[src/rtl/uart_tx_arbiter.sv]
// uart_tx_arbiter: round-robin arbitration of REQ_NUM byte requesters onto one UART transmitter.
// Requesters get accept/done/timeout pulses.
module uart_tx_arbiter #(
  parameter int REQ_NUM = 4,
  parameter int TIMEOUT = 65535
) (
  input  logic                 clk,
  input  logic                 rst,
  input  logic [REQ_NUM-1:0]   req_valid,
  input  logic [REQ_NUM*8-1:0] req_data,
  output logic [REQ_NUM-1:0]   req_ready,
  output logic [REQ_NUM-1:0]   req_done,
  output logic [REQ_NUM-1:0]   req_err,
  output logic                 send_start,
  output logic [7:0]           send_data,
  input  logic                 send_busy,
  input  logic                 send_finish,
  output logic [REQ_NUM-1:0]   grant
);
  localparam int IW = $clog2(REQ_NUM);
  localparam int CW = $clog2(TIMEOUT + 1);
  typedef enum logic [1:0] {IDLE, START, WAIT} state_t;
  state_t               state_q;
  logic [IW-1:0]        last_q, win_d, idx;
  logic [CW-1:0]        cnt_q;
  logic [REQ_NUM-1:0]   grant_q, ready_q, done_q, err_q, onehot_d;
  logic                 start_q;
  logic [7:0]           data_q;
  // Scan from lowest to highest priority so the nearest valid index after last_q wins.
  always_comb begin
    win_d = '0;
    idx = '0;
    for (int k = REQ_NUM; k > 0; k--) begin
      idx = IW'((int'(last_q) + k) % REQ_NUM);
      if (req_valid[idx]) win_d = idx;
    end
  end
  assign onehot_d = REQ_NUM'(1) << win_d;
  always_ff @(posedge clk) begin
    if (rst) begin
      state_q <= IDLE;
      last_q  <= IW'(REQ_NUM - 1);
      cnt_q   <= '0;
      grant_q <= '0;
      ready_q <= '0;
      done_q  <= '0;
      err_q   <= '0;
      start_q <= 1'b0;
      data_q  <= '0;
    end else begin
      start_q <= 1'b0;
      ready_q <= '0;
      done_q  <= '0;
      err_q   <= '0;
      case (state_q)
        IDLE: if (|req_valid && !send_busy) begin
          state_q <= START;
          last_q  <= win_d;
          grant_q <= onehot_d;
          ready_q <= onehot_d;
          start_q <= 1'b1;
          data_q  <= req_data[{win_d, 3'b000} +: 8];
        end
        START: begin
          state_q <= WAIT;
          cnt_q   <= '0;
        end
        WAIT: if (send_finish) begin
          state_q <= IDLE;
          done_q  <= grant_q;
          grant_q <= '0;
        end else if (cnt_q == CW'(TIMEOUT)) begin
          state_q <= IDLE;
          err_q   <= grant_q;
          grant_q <= '0;
        end else begin
          cnt_q <= cnt_q + CW'(1);
        end
        default: state_q <= IDLE;
      endcase
    end
  end
  assign req_ready  = ready_q;
  assign req_done   = done_q;
  assign req_err    = err_q;
  assign send_start = start_q;
  assign send_data  = data_q;
  assign grant      = grant_q;
endmodule

[config.mk]
export PLATFORM = sky130hd
export DESIGN_NAME = uart_tx_arbiter
export DESIGN_NICKNAME = d
export VERILOG_FILES = /design/src/rtl/uart_tx_arbiter.sv
export SDC_FILE = /design/constraint.sdc
export NUM_CORES = 1
export LEC_CHECK = 0
export CORE_ASPECT_RATIO = 1.1
export CORE_UTILIZATION = 50
export DETAILED_ROUTE_END_ITERATION = 8
export PLACE_DENSITY = 0.83
export SETUP_SLACK_MARGIN = 0.3
export SKIP_LAST_GASP = 1
export SYNTH_ARGS = -nofsm -noshare
export SYNTH_HDL_FRONTEND = slang
export SYNTH_SLANG_ARGS = --single-unit
[constraint.sdc]
create_clock -name clk -period 6.06 [get_ports clk]
set_input_delay 1.212 -clock clk [delete_from_list [all_inputs] [get_ports clk]]
set_output_delay 1.212 -clock clk [all_outputs]
set_load 0.01 [all_outputs]
==> Word-level counts from Yosys, hierarchy flattened <==
Index checks and enable logic that the tools add are counted.
{ "op_classes": {"n_eq_ne": 7, "shifts": 2, "n_bitwise": 5, "n_lt_le_gt_ge": 4, "n_mux": 24, "reduce_logical": 14, "add_sub_neg": 5} }
{ "ops": {"columns": ["operator", "n"], "rows": [
  ["$mux W16", 2],
  ["$pmux W16 S2", 1],
  ["$shiftx A32 B6 Y8", 1],
  ["$add A16 B1 Y16 const B", 1],
  ["$eq A16 B16 Y1 const B", 1],
  ["$mux W2", 7],
  ["$lt A2 B3 Y1 const B", 4],
  ["$mux W4", 3],
  ["$bmux W1 S2", 4],
  ["$pmux W4 S2", 1],
  ["$reduce_or A4 Y1", 2],
  ["$ne A2 B2 Y1 const B", 3],
  ["$pmux W2 S3", 1],
  ["$reduce_and A3 Y1", 2],
  ["$reduce_or A3 Y1", 2],
  ["$mux W1", 5],
  ["$not A1 Y1", 5],
  ["$add A2 B1 Y2 const B", 2],
  ["$add A2 B2 Y2 const B", 2],
  ["$reduce_and A2 Y1", 2],
  ["$reduce_bool A2 Y1", 2],
  ["$shl A1 B2 Y4 const A", 1],
  ["$ne A3 B3 Y1 const B", 1],
  ["$eq A2 B1 Y1 const B", 1],
  ["other kinds (5)", 5]
]} }
{ "totals": {"word_cells": 70, "out_inout_bits": 25, "ff_bits": 45, "in_bits": 40} }

==> Longest topological paths before layout <==
{ "logic_depth": {"ltp_word": 10, "depth_mapped": 7} }

==> Worst setup path after synthesis <==
Ideal clock, no wire load.
{ "synth_timing": {"path_type": "in2reg", "from": "input port req_valid[3]", "to": "register data_q[3], in the netlist send_data[3]", "t_arrival_ns": 2.393, "path_stages": 6, "t_required_ns": 5.931, "setup_ns": 0.129, "setup_slack_ns": 3.538, "cell_sequence": "o21ai_1 > and3_1 > clkbuf_1 > buf_2 > mux2i_1 > o211ai_1"} }
{ "synth_between": {"elab_chain_len": 7, "word_cells_on_any_way": 16} }
{ "synth_lines": {"columns": ["item", "line_no", "source"], "rows": [
  ["start: declaration", "9", "input logic [REQ_NUM-1:0] req_valid,"],
  ["$bmux W1 S2", "35", "if (req_valid[idx]) win_d = idx;"],
  ["$mux W1 (implied by the code)", "35", null],
  ["$mux W2 (4 in series)", "35", null],
  ["$shiftx A32 B6 Y8", "62", "data_q <= req_data[{win_d, 3'b000} +: 8];"],
  ["end signal: assignment", "62", null],
  ["end: declaration", "28", "logic [7:0] data_q;"]
]} }
Several ways; a longest one is shown, not always the timed one. The select of a mux whose other input is x is not followed.
A chain may end at the register's enable or synchronous reset.

==> Worst setup path after layout <==
{ "layout_timing": {"from": "input port req_valid[3]", "to": "register data_q[0], in the netlist send_data[0]"} }
The elaborated chain is that of the path after synthesis.

==> results by group <==
CTS
  • Worst skew pair latency: 0.29 ns
  • Worst-path clk slew: 0.08 ns
  • Post-CTS Setup Bufs: 0
  • Clock buffer count from CTS: 5
  • CTS Hold Bufs: 0
  • Root buf cell: clkbuf_8
  • Clock Sinks: 45
  • CTS-repair resized insts: 0
  • Longest Clk Path Bufs: 2
  • CTS H-tree lvls: 2
  • TritonCTS clock tree: done

Route
  • Vias: 2093
  • Post-route ant nets: 0
  • Total Wirelength: 5.435 mm
  • Routed wire per std cell: 14.97 um
  • DRT iter0 DRCs: 113
  • Via/cell ratio: 5.766
  • DRC: 0
  • TritonRoute pass-1 iters: 4

Cells and area
  • Commonest non-fill, non-tap cell in the layout: clkdlybuf4s50_1
  • Area grow syn2layout: 34.92%
  • Antenna diodes: 0
  • Utilization after layout: 71.91%
  • Most frequent cells in the layout: clkdlybuf4s50_1 (64), dfxtp_1 (45), nor2_1 (20)
  • Fin nets: 351
  • Share of layout cells above drive strength 1: 6.752%

Place
  • Final Wtd Congestion: 0.8256
  • IO Port Bufs: 64
  • Hpwl dp: 4.069 mm

Critical path
  • Element type at the critical path start: input pin
  • WP data arrival: 3.57 ns
  • CP Capture Type: flop
  • CP Class: input pin to flop
  • Crit-path max FO: 18
  • Critical path required time: 6.23 ns

Floorplanning
  • Top Ports: 65
  • Die area: 0.004589 mm2
  • CORE AREA: 0.004054 mm2
  • Core Rows: 24
  • Die Wd: 64.68 um
  • Die height: 70.95 um
  • Initial Util: 53.30%

STA
  • Final TNS setup: 0 ns
  • Final worst path period need: 3.401 ns
  • Max Fclk: 294.0 MHz
  • Final setup fails: 0
  • Slew @ Worst Pin: 0.9459 ns
  • Fin crit share: 56.12%
  • Layout Skew: 0.005963 ns
  • RSZ-0062 raised after global routing: no
  • Hold Vio Cnt, Final: 0
  • Slew Limit Fails: 0
  • Rel. slew slack: 36.51%

Logic synthesis
  • Number of synthesized register bits: 45
  • Synth Flop Type: dfxtp_1
  • Fraction of registers with async set/reset: 0%
  • Mapped cell area: 0.002161 mm2
  • Mapped Cells: 250
  • Syn. warnings: 0
  • Sequential share of the synthesized area: 41.69%
  • Net count after synthesis: 291
  • Cell variety after synth: 46
  • Post-synth EDFFs: 0
  • Synthesized area per cell: 8.643 um2

GRT
  • Largest net degree at the start of global routing: 21
  • First-pass GRT wire length: 8.625 mm
  • Vias in the first global route: 1866
  • Tot GR Track Use: 24.43%
  • Gr ovfl total: 0
  • Initial antenna violation count: 0

Flow run
  • Max Cap Viol: 0

Hold path
  • Worst Hold Class: flop to flop

Power and ir drop
  • Max IR drop VDD: 0.1301 mV
  • Pwr dens: 217.7 mW/mm2
  • Leakage: 0.001074 uW
  • Tot Pwr: 634.7 uW

Run status
  • Run status: finished, final reports clean
sequential cells by signal (all words and copies together) (netlist names):
| name | count |
|---|---|
| last_q | 2 |
| req_ready | 4 |
| grant | 4 |
| send_data | 8 |
| send_start | 1 |
| state_q | 2 |
| req_err | 4 |
| cnt_q | 16 |
| req_done | 4 |
per-stage QoR:
step,hold WS (ns),area [um2],std cells,setup WS (ns)
detailed placement,0.4761,2814,355,2.383
floorplan,0.4513,2161,250,3.538
global route,0.5110,2915,363,2.476
CTS,0.4889,2915,363,2.694
global placement,0.4629,2814,355,2.479
finish,0.4906,2915,363,2.659
final timing paths:
path | startpoint | end | slack, ns | depth (start not counted)
worst max register to register | last_q[0] | send_data[0] | 4.00 | 5
worst max-delay path | req_valid[3] | send_data[0] | 2.66 | 5
worst min-delay path | send_data[6] | send_data[6] | 0.49 | 2
worst min register to register | send_data[6] | send_data[6] | 0.49 | 2
cell type report:
class | count | area [um2]
clock buffer | 7 | 96.34
multi-input combinational | 179 | 1151
inverter | 15 | 56.30
sequential | 45 | 900.9
timing repair buffer | 64 | 640.6
fill | 333 | 1139
tap | 52 | 65.06
clock inverter | 1 | 5.005
worst max-delay path, cell delays in order:
cell and delay (ns):
clkdlybuf4s50_1 0.48, o21ai_1 0.78, and3_1 0.73, mux2i_1 0.27
o211ai_1 0.09
where the power goes:
part | internal, uW | total (uW) | switching, uW | leakage [uW]
combinational | 62.4 | 118 | 55.5 | 0.000654
clock | 103 | 201 | 98.0 | 0.0000542
sequential | 308 | 316 | 8.09 | 0.000365
routing by layer:
metal	part of all wire [%]	up-vias	global-route usage [%]
met2	50	78	41.64
li1	-	1036	-
met1	43	967	30.04
met3	5.1	12	4.355
met4	1.8	0	10.37
met5	0	-	0
cell families after synthesis:
logic type      share of synthesized area [%]
compound gates                          19.57
xor+xnor                                2.837
fa+ha+maj                              0.5789
buf+inv                                 5.037
flops                                   41.69
mux                                     4.632
simple gates                            25.65
cell usage after synthesis, types with 6 or more instances:
library cell	instances	area [um2]
inv_1	15	56.30
a21oi_1	11	55.05
clkbuf_1	7	26.28
o21ai_0	10	50.05
nor2_1	20	75.07
nand2_1	17	63.81
nand3_1	11	55.05
nand2b_1	6	37.54
a31oi_1	8	50.05
xnor2_1	6	52.55
o211ai_1	10	75.07
dfxtp_1	45	900.9
a211oi_1	6	45.04
and4_1	8	70.07
mux2i_1	10	100.1
Note: power is estimated with default switching activity, not from simulation.
